File: src/rtl/syn_fgyrus_pkg.sv
// Shared Fgyrus-side types and constants used by the PCM memory reader.
package syn_fgyrus_pkg;

    typedef enum logic [1:0] {
        IDLE,
        READ,
        DRAIN
    } pcm_rdr_fsm_t;

    localparam int PCM_RDR_OVRN_CNT_W = 8;

endpackage

File: src/rtl/syn_pcm_mem_rdr_if.sv
// PCM memory read port plus sample stream; master is the reader, slave is memory/FFT side.
interface syn_pcm_mem_rdr_if #(
    parameter int DATA_W = 32,
    parameter int ADDR_W = 7
);
    logic              pcm_rden_o;
    logic [ADDR_W-1:0] pcm_addr_o;
    logic [DATA_W-1:0] lpcm_rdata_i;
    logic [DATA_W-1:0] rpcm_rdata_i;
    logic              pcm_rd_valid_i;
    logic              smp_valid_o;
    logic              smp_ready_i;
    logic [DATA_W-1:0] smp_lchnl_o;
    logic [DATA_W-1:0] smp_rchnl_o;
    logic [ADDR_W-1:0] smp_idx_o;

    modport master (
        output pcm_rden_o, pcm_addr_o, smp_valid_o, smp_lchnl_o, smp_rchnl_o, smp_idx_o,
        input  lpcm_rdata_i, rpcm_rdata_i, pcm_rd_valid_i, smp_ready_i
    );

    modport slave (
        input  pcm_rden_o, pcm_addr_o, smp_valid_o, smp_lchnl_o, smp_rchnl_o, smp_idx_o,
        output lpcm_rdata_i, rpcm_rdata_i, pcm_rd_valid_i, smp_ready_i
    );
endinterface

File: src/rtl/syn_pcm_rdr_fifo.sv
// Show-ahead capture FIFO for stereo read data; head entry is visible on rd_data.
module syn_pcm_rdr_fifo #(
    parameter int WIDTH = 64,
    parameter int DEPTH = 4,
    parameter int CNT_W = $clog2(DEPTH + 1)
) (
    input  logic             clk_ir,
    input  logic             rst_il,
    input  logic             push,
    input  logic             pop,
    input  logic [WIDTH-1:0] wr_data,
    output logic [WIDTH-1:0] rd_data,
    output logic             empty,
    output logic             full,
    output logic [CNT_W-1:0] count
);
    localparam int PTR_W = (DEPTH > 1) ? $clog2(DEPTH) : 1;
    localparam logic [PTR_W-1:0] LAST_PTR = PTR_W'(DEPTH - 1);

    logic [WIDTH-1:0] mem_reg [DEPTH];
    logic [PTR_W-1:0] wr_ptr_reg;
    logic [PTR_W-1:0] rd_ptr_reg;
    logic [CNT_W-1:0] cnt_reg;
    logic             do_push;
    logic             do_pop;

    assign do_push = push && !full;
    assign do_pop  = pop && !empty;
    assign empty   = (cnt_reg == '0);
    assign full    = (cnt_reg == CNT_W'(DEPTH));
    assign count   = cnt_reg;
    assign rd_data = mem_reg[rd_ptr_reg];

    // Entries are reset so the sample outputs read zero straight out of reset.
    always_ff @(posedge clk_ir or negedge rst_il) begin
        if (!rst_il) begin
            for (int i = 0; i < DEPTH; i++) begin
                mem_reg[i] <= '0;
            end
            wr_ptr_reg <= '0;
            rd_ptr_reg <= '0;
            cnt_reg    <= '0;
        end else begin
            if (do_push) begin
                mem_reg[wr_ptr_reg] <= wr_data;
                wr_ptr_reg <= (wr_ptr_reg == LAST_PTR) ? '0 : wr_ptr_reg + 1'b1;
            end
            if (do_pop) begin
                rd_ptr_reg <= (rd_ptr_reg == LAST_PTR) ? '0 : rd_ptr_reg + 1'b1;
            end
            if (do_push && !do_pop) begin
                cnt_reg <= cnt_reg + 1'b1;
            end else if (!do_push && do_pop) begin
                cnt_reg <= cnt_reg - 1'b1;
            end
        end
    end
endmodule

File: src/rtl/syn_pcm_mem_rdr.sv
// Sweeps the PCM buffer once per pcm_data_rdy_i and streams stereo samples under credit flow control.
// Optional SYN_PCM_RDR_OVRN_CNTR_EN adds a saturating overrun counter on ovrn_cnt_o.
module syn_pcm_mem_rdr
    import syn_fgyrus_pkg::*;
#(
    parameter int DATA_W     = 32,
    parameter int ADDR_W     = 7,
    parameter int RD_DELAY   = 2,
    parameter int FIFO_DEPTH = 4
) (
    input  logic                          clk_ir,
    input  logic                          rst_il,
    input  logic                          pcm_data_rdy_i,
    syn_pcm_mem_rdr_if.master             bus,
    output logic                          frame_done_o,
    output logic                          busy_o,
    output logic                          ovrn_o,
    output logic [PCM_RDR_OVRN_CNT_W-1:0] ovrn_cnt_o
);
    localparam int CNT_W = $clog2(FIFO_DEPTH + 1);
    localparam int OUT_W = $clog2(FIFO_DEPTH + RD_DELAY + 1);
    localparam logic [ADDR_W-1:0] LAST_ADDR = '1;

    pcm_rdr_fsm_t      state_reg, state_next;
    logic [ADDR_W-1:0] addr_reg;
    logic [ADDR_W-1:0] idx_reg;
    logic [OUT_W-1:0]  out_reg, out_next;
    logic [CNT_W-1:0]  fifo_cnt, cnt_next;
    logic              rden_reg, rden_next;
    logic              done_reg, done_next;
    logic              busy_reg;
    logic              ovrn_reg;
    logic              ovrn_event;
    logic              capture, fifo_push, pop;
    logic              fifo_empty, fifo_full;
    logic [2*DATA_W-1:0] fifo_dout;

    // Read data with nothing outstanding is stray and never enters the FIFO.
    assign capture    = bus.pcm_rd_valid_i && (out_reg != '0);
    assign fifo_push  = capture && !fifo_full;
    assign pop        = !fifo_empty && bus.smp_ready_i;
    assign ovrn_event = pcm_data_rdy_i && (state_reg != IDLE);

    syn_pcm_rdr_fifo #(
        .WIDTH (2 * DATA_W),
        .DEPTH (FIFO_DEPTH)
    ) u_fifo (
        .clk_ir  (clk_ir),
        .rst_il  (rst_il),
        .push    (fifo_push),
        .pop     (pop),
        .wr_data ({bus.lpcm_rdata_i, bus.rpcm_rdata_i}),
        .rd_data (fifo_dout),
        .empty   (fifo_empty),
        .full    (fifo_full),
        .count   (fifo_cnt)
    );

    // rden is registered, so the credit check looks at next-cycle occupancy.
    always_comb begin
        out_next = out_reg;
        if (rden_reg && !capture) begin
            out_next = out_reg + 1'b1;
        end else if (!rden_reg && capture) begin
            out_next = out_reg - 1'b1;
        end
        cnt_next = fifo_cnt;
        if (fifo_push && !pop) begin
            cnt_next = fifo_cnt + 1'b1;
        end else if (!fifo_push && pop) begin
            cnt_next = fifo_cnt - 1'b1;
        end
        state_next = state_reg;
        done_next  = 1'b0;
        unique case (state_reg)
            IDLE:  if (pcm_data_rdy_i) state_next = READ;
            READ:  if (rden_reg && addr_reg == LAST_ADDR) state_next = DRAIN;
            DRAIN: begin
                if (done_reg) begin
                    state_next = IDLE;
                end else begin
                    done_next = (out_next == '0) && (cnt_next == '0);
                end
            end
            default: state_next = IDLE;
        endcase
        rden_next = (state_next == READ) && ((int'(cnt_next) + int'(out_next)) < FIFO_DEPTH);
    end

    always_ff @(posedge clk_ir or negedge rst_il) begin
        if (!rst_il) begin
            state_reg <= IDLE;
            addr_reg  <= '0;
            idx_reg   <= '0;
            out_reg   <= '0;
            rden_reg  <= 1'b0;
            done_reg  <= 1'b0;
            busy_reg  <= 1'b0;
            ovrn_reg  <= 1'b0;
        end else begin
            state_reg <= state_next;
            out_reg   <= out_next;
            rden_reg  <= rden_next;
            done_reg  <= done_next;
            busy_reg  <= (state_next != IDLE);
            ovrn_reg  <= ovrn_event;
            if (state_reg == IDLE && state_next == READ) begin
                addr_reg <= '0;
                idx_reg  <= '0;
            end else begin
                if (rden_reg) addr_reg <= addr_reg + 1'b1;
                if (pop)      idx_reg  <= idx_reg + 1'b1;
            end
        end
    end

`ifdef SYN_PCM_RDR_OVRN_CNTR_EN
    logic [PCM_RDR_OVRN_CNT_W-1:0] ovrn_cnt_reg;

    always_ff @(posedge clk_ir or negedge rst_il) begin
        if (!rst_il) begin
            ovrn_cnt_reg <= '0;
        end else if (ovrn_event && ovrn_cnt_reg != '1) begin
            ovrn_cnt_reg <= ovrn_cnt_reg + 1'b1;
        end
    end

    assign ovrn_cnt_o = ovrn_cnt_reg;
`else
    assign ovrn_cnt_o = '0;
`endif

    assign bus.pcm_rden_o  = rden_reg;
    assign bus.pcm_addr_o  = addr_reg;
    assign bus.smp_valid_o = !fifo_empty;
    assign bus.smp_lchnl_o = fifo_dout[2*DATA_W-1:DATA_W];
    assign bus.smp_rchnl_o = fifo_dout[DATA_W-1:0];
    assign bus.smp_idx_o   = idx_reg;
    assign frame_done_o    = done_reg;
    assign busy_o          = busy_reg;
    assign ovrn_o          = ovrn_reg;
endmodule

File: src/flat_wrapper.sv
// flat-port wrapper written by rule: the top's interface ports become plain ports
module syn_pcm_mem_rdr_flat import syn_fgyrus_pkg::*;
#(
    parameter int DATA_W     = 32,
    parameter int ADDR_W     = 7,
    parameter int RD_DELAY   = 2,
    parameter int FIFO_DEPTH = 4
)
  (clk_ir, rst_il, pcm_data_rdy_i, frame_done_o, busy_o, ovrn_o, ovrn_cnt_o, bus_pcm_rden_o, bus_pcm_addr_o, bus_smp_valid_o, bus_smp_lchnl_o, bus_smp_rchnl_o, bus_smp_idx_o, bus_lpcm_rdata_i, bus_rpcm_rdata_i, bus_pcm_rd_valid_i, bus_smp_ready_i);
  syn_pcm_mem_rdr_if #(.DATA_W(DATA_W), .ADDR_W(ADDR_W)) bus_i ();
  input  logic clk_ir;
  input  logic rst_il;
  input  logic pcm_data_rdy_i;
  output logic frame_done_o;
  output logic busy_o;
  output logic ovrn_o;
  output logic [PCM_RDR_OVRN_CNT_W-1:0] ovrn_cnt_o;
  output wire logic [$bits(bus_i.pcm_rden_o)-1:0] bus_pcm_rden_o;
  output wire logic [$bits(bus_i.pcm_addr_o)-1:0] bus_pcm_addr_o;
  output wire logic [$bits(bus_i.smp_valid_o)-1:0] bus_smp_valid_o;
  output wire logic [$bits(bus_i.smp_lchnl_o)-1:0] bus_smp_lchnl_o;
  output wire logic [$bits(bus_i.smp_rchnl_o)-1:0] bus_smp_rchnl_o;
  output wire logic [$bits(bus_i.smp_idx_o)-1:0] bus_smp_idx_o;
  input wire logic [$bits(bus_i.lpcm_rdata_i)-1:0] bus_lpcm_rdata_i;
  input wire logic [$bits(bus_i.rpcm_rdata_i)-1:0] bus_rpcm_rdata_i;
  input wire logic [$bits(bus_i.pcm_rd_valid_i)-1:0] bus_pcm_rd_valid_i;
  input wire logic [$bits(bus_i.smp_ready_i)-1:0] bus_smp_ready_i;
  assign bus_pcm_rden_o = bus_i.pcm_rden_o;
  assign bus_pcm_addr_o = bus_i.pcm_addr_o;
  assign bus_smp_valid_o = bus_i.smp_valid_o;
  assign bus_smp_lchnl_o = bus_i.smp_lchnl_o;
  assign bus_smp_rchnl_o = bus_i.smp_rchnl_o;
  assign bus_smp_idx_o = bus_i.smp_idx_o;
  assign bus_i.lpcm_rdata_i = bus_lpcm_rdata_i;
  assign bus_i.rpcm_rdata_i = bus_rpcm_rdata_i;
  assign bus_i.pcm_rd_valid_i = bus_pcm_rd_valid_i;
  assign bus_i.smp_ready_i = bus_smp_ready_i;
  syn_pcm_mem_rdr #(.DATA_W(DATA_W), .ADDR_W(ADDR_W), .RD_DELAY(RD_DELAY), .FIFO_DEPTH(FIFO_DEPTH)) u_core (.clk_ir(clk_ir), .rst_il(rst_il), .pcm_data_rdy_i(pcm_data_rdy_i), .bus(bus_i), .frame_done_o(frame_done_o), .busy_o(busy_o), .ovrn_o(ovrn_o), .ovrn_cnt_o(ovrn_cnt_o));
endmodule
File: config.mk
export PLATFORM = sky130hd
export DESIGN_NAME = syn_pcm_mem_rdr_flat
export DESIGN_NICKNAME = d
export VERILOG_FILES = /design/src/rtl/syn_fgyrus_pkg.sv /design/src/rtl/syn_pcm_mem_rdr_if.sv /design/src/rtl/syn_pcm_rdr_fifo.sv /design/src/rtl/syn_pcm_mem_rdr.sv /design/src/flat_wrapper.sv
export SDC_FILE = /design/constraint.sdc
export NUM_CORES = 1
export LEC_CHECK = 0
export BUFFER_PORTS_ARGS = -buffer_cell sky130_fd_sc_hd__buf_2
export CELL_PAD_IN_SITES_DETAIL_PLACEMENT = 0
export CELL_PAD_IN_SITES_GLOBAL_PLACEMENT = 1
export CORE_UTILIZATION = 50
export DETAILED_ROUTE_END_ITERATION = 7
export PLACE_DENSITY_LB_ADDON = 0.1
export REMOVE_ABC_BUFFERS = 1
export SYNTH_ARGS = -nofsm -noshare
export SYNTH_HDL_FRONTEND = slang
export SYNTH_SLANG_ARGS = --single-unit
export TNS_END_PERCENT = 10
File: constraint.sdc
create_clock -name clk_ir -period 6.3 [get_ports clk_ir]
set_input_delay 1.26 -clock clk_ir [delete_from_list [all_inputs] [get_ports clk_ir]]
set_output_delay 1.26 -clock clk_ir [all_outputs]
set_load 0.03 [all_outputs]
* After elaboration in Yosys (flattened, before gate mapping)
Index checks and enable logic that the tools add are counted.
Cells by class: add/subtract/negate cells 9, $mul 0, divide/modulo/power cells 0, magnitude comparators 4, equal/unequal tests 7, shift-type cells 0, mux-type cells 24, bitwise logic cells 2, reductions and logical operators 35
Operators by type and width (count):
- bitwise mux 256 bit | 1
- two-way mux 64 bit | 3
- binary-select mux 64 bit (select 2 bit) | 1
- demux 64 bit (select 2 bit) | 1
- less-than comparator 32 x 4 -> 1 bit, second input constant | 1
- two-way mux 7 bit | 4
- two-way mux 3 bit | 6
- logical AND 1 bit | 17
- adder 7 x 1 -> 7 bit, second input constant | 2
- two-way mux 2 bit | 5
- nonzero test 2 bit | 5
- zero test 3 bit | 3
- zero test 1 bit | 8
- equality test 7 bit, second input constant | 1
- adder 3 x 1 -> 3 bit, second input constant | 2
- equality test 2 bit, second input constant | 3
- greater-or-equal comparator 3 bit, second input constant | 2
- inverter 2 -> 3 bit | 2
- case mux 2 bit (3 select lines) | 1
- subtractor 3 x 1 -> 3 bit, second input constant | 2
- adder 2 x 1 -> 2 bit, second input constant | 2
- adder 3 x 3 -> 4 bit | 1
- equality test 2 x 1 -> 1 bit, second input constant | 2
- equality test 3 bit, second input constant | 1
- other kinds (4) | 5
Word-level totals: register bits after elaboration 286, latch bits 0, bits in writable memories 0, memory bits (read-only) 0, bits of input ports 69, output and inout bits 91, memories 0

* Logic depth before layout (Yosys ltp)
Gate-level depths: netlist (run 1).
word-level depth 11, depth in mapped cells 12

* Hierarchy
A second synthesis (run 1) with hierarchy kept.
Second synthesis, totals: cells, all modules 792, area, all modules 12928.6 sq um
Modules (own cells, without submodules):
- syn_pcm_rdr_fifo | instances 1, cells an instance 654, area an instance 11569.8 sq um
- syn_pcm_mem_rdr | instances 1, cells an instance 138, area an instance 1358.8 sq um

* Worst setup path before layout (run 1)
No wires, ideal clock.
path kind input to register, start input port bus_smp_ready_i, end register u_core.rden_reg (netlist: u_core.bus.pcm_rden_o), library setup time 0.120 ns, data arrival time 2.896 ns, slack 3.284 ns, cell stages on the path 8, buffers on the path 0, cell sequence inv_1 -> nor2_1 -> inv_1 -> ha_1 -> o311ai_0 -> ha_1 -> nand2_1 -> o211a_1
Between the ends: cells in the longest elaborated chain, start to end 7, elaborated cells on any way between the ends 9, those cells by class add/sub (1); order compare (1); mux (2); reduce/logical (5)
RTL lines:
- start, declared | RTL line flat_wrapper.sv:27 | input wire logic [$bits(bus_i.smp_ready_i)-1:0] bus_smp_ready_i;
- logical AND 1 bit (*) | RTL line syn_pcm_mem_rdr.sv:41 | assign pop = !fifo_empty && bus.smp_ready_i;
- logical AND 1 bit / zero test 1 bit (equally long branches) | RTL line syn_pcm_mem_rdr.sv:70, syn_pcm_mem_rdr.sv:68
- two-way mux 3 bit / logical AND 1 bit (equally long branches) | RTL line syn_pcm_mem_rdr.sv:70, syn_pcm_mem_rdr.sv:68
- two-way mux 3 bit (*) | RTL line syn_pcm_mem_rdr.sv:68 | if (fifo_push && !pop) begin
- adder 3 x 3 -> 4 bit (*) | RTL line syn_pcm_mem_rdr.sv:87 | rden_next = (state_next == READ) && ((int'(cnt_next) + int'(out_next)) < FIFO_DEPTH);
- less-than comparator 32 x 4 -> 1 bit (*) | RTL line syn_pcm_mem_rdr.sv:87
- logical AND 1 bit (*) | RTL line syn_pcm_mem_rdr.sv:87
- via u_core.rden_next | RTL line syn_pcm_mem_rdr.sv:29 | logic rden_reg, rden_next;
- end signal, assigned | RTL line syn_pcm_mem_rdr.sv:103 | rden_reg <= rden_next;
- end, declared | RTL line syn_pcm_mem_rdr.sv:29
The timed path passes the listed nets; every way through them passes the cells marked *. A chain may end at the register's enable or synchronous reset.

* Worst setup path after layout (run 1)
start register u_core.u_fifo.rd_ptr_reg[0], end output port bus_smp_rchnl_o[31]
Between the ends: cells in the longest elaborated chain, start to end 4
RTL lines:
- start, declared | RTL line syn_pcm_rdr_fifo.sv:22 | logic [PTR_W-1:0] rd_ptr_reg;
- start signal, assigned | RTL line syn_pcm_rdr_fifo.sv:49 | rd_ptr_reg <= (rd_ptr_reg == LAST_PTR) ? '0 : rd_ptr_reg + 1'b1;
- inverter 2 -> 3 bit (implied by the code) | RTL line syn_pcm_rdr_fifo.sv:32 | assign rd_data = mem_reg[rd_ptr_reg];
- binary-select mux 64 bit (select 2 bit) | RTL line syn_pcm_rdr_fifo.sv:32
- two-way mux 64 bit (implied by the code) (2 in a row) | RTL line syn_pcm_rdr_fifo.sv:32
- end, declared | RTL line flat_wrapper.sv:22 | output wire logic [$bits(bus_i.smp_rchnl_o)-1:0] bus_smp_rchnl_o;
No other way between the ends. The select of a mux whose other input is x is not followed.

==> run summary, run 1 <==
Initial Utilization: 0.510
Synth Warn #: 0
PnR Total Power: 9260 uW
final setup vio count: 0
# IOs: 160
EDFF count, synth: 0
Post-DP HPWL: 16,000 um
max reg flops: 256
initial antenna violation count: 0
final net count: 1,031
post-synth top area cell: dfrtp_1
predominant post-synthesis flop cell: dfrtp_1
Yosys cell types: 47
top cell type's share of synthesized area: 0.556
clock root buffer: clkbuf_16
DR DRC count: 0
max-slew violation count: 0
synth-to-layout area growth: 15.0%
first-pass detailed-route iteration total: 4
largest cells by area after synthesis: dfrtp_1 (56%), mux2_2 (22%), mux4_2 (11%)
DRT iter0 DRCs: 369
buffers added on ports: 151
CTS resizes: 0
std cell rows: 58
footprint of the multi-input gates: 5330 um^2
Mapped Cells: 801
CTS clock-pin slew for the worst setup and hold paths: 0.06 ns
H-tree depth: 1
global-route wire length before repair: 43,400 um
Mean Syn Cell Area: 16.1 um^2
Lkg Pwr: 0.00664 uW
Die Area: 26,400 um^2
Setup CP Type: reg2out
hold buffer count at CTS: 0
Worst-Skew Late Latency: 0.55 ns
register bit count reported by yosys: 286
CTS tree: done
setup TNS: 0 ns
vias in the first global route: 8,115
Netlist Area Pre-Place: 12,900 um^2
Max Clock Freq: 0.239 GHz
Fillers: 1,997
slew at the pin with the worst max-slew slack: 1.13 ns
top-count cell post-synth: dfrtp_1
Seq/Total Area, Yosys: 0.556
total core area: 25,300 um^2
largest net degree at the start of global routing: 150
Routed Antenna Nets: 0
Post-CTS Setup Repair Bufs: 0
Final Hold Vio Count: 0
FFs w/ async S/R, synth: 1.00
Critical Path AT: 2.93 ns
Die W: 163 um
Max Cap Viol: 0
GRT Total Usage: 0.210
drt wl/cell: 20.5 um
CTS Sinks: 286
storage element area: 7160 um^2
Routed WL: 26,600 um
pwr dens: 625 nW/um^2
max_slew headroom: 0.249
layout cells sized above 1: 0.554
antenna cells: 0
Max Clock Skew: 0.0115 ns
final worst path period need: 4.19 ns
Peak VDD IR: 0.000383 V
Congestion Overflow GR: 0
worst hold path type: reg2reg
Tcrit/Tclk final: 0.665
most common library cells after synthesis: dfrtp_1 (286), mux2_2 (256), mux4_2 (64)
CTS Buffer Depth: 3
die height: 163 um
outcome: completed
unrepaired setup endpoints after global routing: no
startpoint types: flip-flop
crit-path max FO: 52
endpoint type of the worst setup path: primary output
DR vias/cell: 5.58
Num CTS Buffers: 31
routability cong.: 0.744
vias post-DR: 7,252
critical path required time: 5.04 ns
==> layer usage <==
metal,vias to the layer above,wire [um],GRT usage
met4,0,558,0.0493
met1,3832,11300,0.277
met3,44,1100,0.0344
met2,156,13700,0.363
li1,3220,-,-
met5,-,0,0
==> critical path, stage by stage (launching register included) <==
cell and delay (ns):
dfrtp_4 1.18, buf_4 0.44, mux4_2 0.55, buf_2 0.19
==> final timing paths <==
path | from | end | slack, ns | cells after the start
hold reg to reg | u_core.u_fifo.mem_reg[160] | u_core.u_fifo.mem_reg[160] | 0.50 | 1
setup / recovery | u_core.u_fifo.rd_ptr_reg[0] | bus_smp_rchnl_o[31] | 2.11 | 3
max in group asynchronous | rst_il | u_core.u_fifo.mem_reg[129] | 4.18 | 2
setup reg to reg | u_core.u_fifo.count[0] | u_core.bus.pcm_rden_o | 3.15 | 10
min in group asynchronous | rst_il | u_core.u_fifo.mem_reg[166] | 0.77 | 1
hold / removal | u_core.u_fifo.mem_reg[160] | u_core.u_fifo.mem_reg[160] | 0.50 | 1
==> cells in the final DEF, fill, tap and decap left out, drive strengths merged, types with 3 or more instances in the layout <==
master / instances
dfrtp: 286
mux2: 256
buf: 153
mux4: 64
clkbuf: 50
nand2: 24
nor2: 21
ha: 17
inv: 13
xor2: 10
o21ai: 9
conb: 8
xnor2: 7
nand4: 5
and3: 3
nor3: 3
mux2i: 3
bufinv: 3
clkinv: 3
and4: 3
a21oi: 3
==> metrics by stage <==
step                area [um^2]  hold slack, ns  std cells  setup slack, ns  utilization
finish                    14800           0.499       1299             2.11        0.587
detailed placement        13700           0.488       1242             2.58        0.544
global placement          13700           0.481       1242             2.57        0.544
floorplan                 12500           0.473        759             1.67            -
CTS                       14800           0.501       1299             1.97        0.587
global route              14800           0.511       1299             1.87        0.587
==> cell families after synthesis <==
logic type / synth area share
multiplexers: 0.338
flip-flops: 0.556
AND/OR/NAND/NOR: 0.0275
buffers and inverters: 0.0351
AO/OA/AOI/OAI: 0.0140
adder cells (fa/ha/maj): 0.0181
XOR/XNOR: 0.0116
other: 0.000291
==> power breakdown <==
group	switching [uW]	internal, uW	total, uW	leakage (uW)
registers	686	2750	3440	0.00343
logic	2010	1950	3970	0.00269
clock network	700	1150	1850	0.000529
total	3400	5860	9260	0.00664
==> area by class of cell <==
cell class,instances,share of cell area
Multi-Input combinational cell,461,0.360
Clock buffer,50,0.0646
Timing Repair Buffer,153,0.0536
Clock inverter,7,0.00769
Tap cell,330,0.0279
Inverter,12,0.00304
Sequential cell,286,0.484
(Power assumes the default switching activity.)
==> inputs of run 2 (changes only) <==
--- a/config.mk
+++ b/config.mk
@@ -8,7 +8,7 @@
 export BUFFER_PORTS_ARGS = -buffer_cell sky130_fd_sc_hd__buf_2
 export CELL_PAD_IN_SITES_DETAIL_PLACEMENT = 0
 export CELL_PAD_IN_SITES_GLOBAL_PLACEMENT = 1
-export CORE_UTILIZATION = 50
+export CORE_UTILIZATION = 49
 export DETAILED_ROUTE_END_ITERATION = 7
 export PLACE_DENSITY_LB_ADDON = 0.1
 export REMOVE_ABC_BUFFERS = 1
==> constraint.sdc (replaced) <==
create_clock -name clk_ir -period 4.05 [get_ports clk_ir]
set_input_delay 0.81 -clock clk_ir [delete_from_list [all_inputs] [get_ports clk_ir]]
set_output_delay 0.81 -clock clk_ir [all_outputs]
set_load 0.03 [all_outputs]
==> run summary, run 2 (synthesis gave the netlist of run 1 again) <==
commonest non-fill, non-tap cell in the layout: dfrtp_1 (unchanged)
Die Area: 26,900 um^2 (was 26,400 um^2)
commonest cells after routing, fill and taps aside: dfrtp_1 (284), mux2_2 (256), buf_2 (150) (unchanged)
crit-path max FO: 29 (was 52)
worst hold path type: in2async (was reg2reg)
final worst path period need: 3.29 ns
synth-to-layout area growth: 14.8% (was 15.0%)
DR DRC count: 0 (unchanged)
drt wl/cell: 20.4 um (was 20.5 um)
Final Hold Vio Count: 0 (unchanged)
Worst-Skew Late Latency: 0.55 ns (about the same)
Routed Antenna Nets: 0 (unchanged)
vias post-DR: 7,263 (was 7,252)
# IOs: 160 (unchanged)
vias in the first global route: 8,236 (was 8,115)
global-route wire length before repair: 43,200 um (was 43,400 um)
slew at the pin with the worst max-slew slack: 1.12 ns (was 1.13 ns)
CTS tree: done (unchanged)
storage element area: 7160 um^2 (about the same)
Post-CTS Setup Repair Bufs: 0 (unchanged)
Max Cap Viol: 0 (unchanged)
slowest library cell on the worst path: dfrtp_4 (unchanged)
CTS clock-pin slew for the worst setup and hold paths: 0.06 ns (about the same)
Setup CP Type: reg2out (unchanged)
worst-path cell chain: buf_12, mux4_2, buf_2 (was buf_4, mux4_2, buf_2)
std cell rows: 58 (unchanged)
die height: 164 um (was 163 um)
outcome: completed (unchanged)
Die W: 164 um (was 163 um)
clock root buffer: clkbuf_16 (unchanged)
Max Clock Skew: 0.0152 ns (was 0.0115 ns)
startpoint types: flip-flop (unchanged)
endpoint type of the worst setup path: primary output (unchanged)
largest net degree at the start of global routing: 104 (was 150)
pre-CTS setup slack: 0.970 ns (was 2.58 ns)
initial antenna violation count: 3 (was 0)
routability cong.: 0.755 (was 0.744)
unrepaired setup endpoints after global routing: no (unchanged)
CTS Sinks: 286 (unchanged)
critical path required time: 3.24 ns (was 5.04 ns)
final core utilization: 0.581 (was 0.587)
Initial Utilization: 0.506 (was 0.510)
final setup vio count: 0 (unchanged)
GRT Total Usage: 0.206 (was 0.210)
max-slew violation count: 0 (unchanged)
DRT iter0 DRCs: 336 (was 369)
hold buffer count at CTS: 0 (unchanged)
footprint of the multi-input gates: 5320 um^2 (was 5330 um^2)
Congestion Overflow GR: 0 (unchanged)
first-pass detailed-route iteration total: 4 (unchanged)
H-tree depth: 1 (unchanged)
pwr dens: 959 nW/um^2 (was 625 nW/um^2)
Post-DP HPWL: 17,000 um (was 16,000 um)
DR vias/cell: 5.56 (was 5.58)
final net count: 1,038 (was 1,031)
Routed WL: 26,600 um (about the same)
Tcrit/Tclk final: 0.812
Num CTS Buffers: 30 (was 31)
Fillers: 1,960 (was 1,997)
max reg flops: 256 (unchanged)
buffers added on ports: 151 (unchanged)
Peak VDD IR: 0.000475 V (was 0.000383 V)
Lkg Pwr: 0.00665 uW (was 0.00664 uW)
Max Clock Freq: 0.304 GHz
CP peak stage delay: 0.86 ns (was 1.18 ns)
CTS Buffer Depth: 3 (unchanged)
setup TNS: 0 ns (unchanged)
total core area: 25,500 um^2 (was 25,300 um^2)
layout cells sized above 1: 0.559 (was 0.554)
Critical Path AT: 2.48 ns (was 2.93 ns)
hold_ws: 0.269 ns (was 0.499 ns)
worst setup margin: 0.761 ns (was 2.11 ns)
max_slew headroom: 0.254 (was 0.249)
CTS resizes: 0 (unchanged)
[run 2: cell count changes in the layout (fill, tap and decap cells not counted), sizes merged]
| cell | previous run | this run |
|---|---|---|
| diode | 0 | 3 |
| clkinv | 3 | 12 |
| inv | 13 | 12 |
| clkbuf | 50 | 40 |
| buf | 153 | 161 |
| bufinv | 3 | 1 |
[run 2: routing by layer]
layer | track usage | part of all wire | wire [um]
met1 | 0.260 | 0.41 | 11000
met2 | 0.364 | 0.52 | 13900
met3 | 0.0422 | 0.052 | 1400
met4 | 0.0412 | 0.013 | 341
met5 | 0 | 0.00064 | 17
[run 2: final timing paths]
check                                       startpoint                         end  slack [ns]  depth (start not counted)
setup / recovery           u_core.u_fifo.rd_ptr_reg[0]         bus_smp_lchnl_o[17]        0.76                          3
hold / removal                                  rst_il    u_core.u_fifo.mem_reg[8]        0.27                          1
setup reg to reg                u_core.u_fifo.count[0]       u_core.bus.pcm_rden_o        0.97                         10
hold reg to reg             u_core.u_fifo.mem_reg[124]  u_core.u_fifo.mem_reg[124]        0.50                          1
max in group asynchronous                       rst_il  u_core.u_fifo.mem_reg[113]        2.72                          2
min in group clk_ir         u_core.u_fifo.mem_reg[124]  u_core.u_fifo.mem_reg[124]        0.50                          1
[run 2: final cells by class]
cell class,count,share of cell area
tap,330,0.0279
sequential,286,0.484
clock buffer,40,0.0574
multi-input combinational,461,0.360
clock inverter,13,0.00685
timing repair buffer,161,0.0602
antenna,3,0.000508
inverter,12,0.00305
[run 2: worst max-delay path, delay by kind of cell (launching register included)]
family / cells / cell delay, ns
flops: 1 / 0.86
mux: 1 / 0.54
buf+inv: 2 / 0.50
[run 2: report_power, final]
| part | internal [uW] | switching, uW |
|---|---|---|
| registers | 4280 | 905 |
| clock network | 1520 | 1080 |
| logic | 3080 | 3300 |
[run 2: per-stage QoR]
step	std cells	instance area [um^2]	power [uW]
after detailed placement	1250	13800	11700
after floorplan	759	12500	9870
after global routing	1304	14800	15000
final	1306	14800	14200
after global placement	1250	13800	11300
after CTS	1303	14800	14400
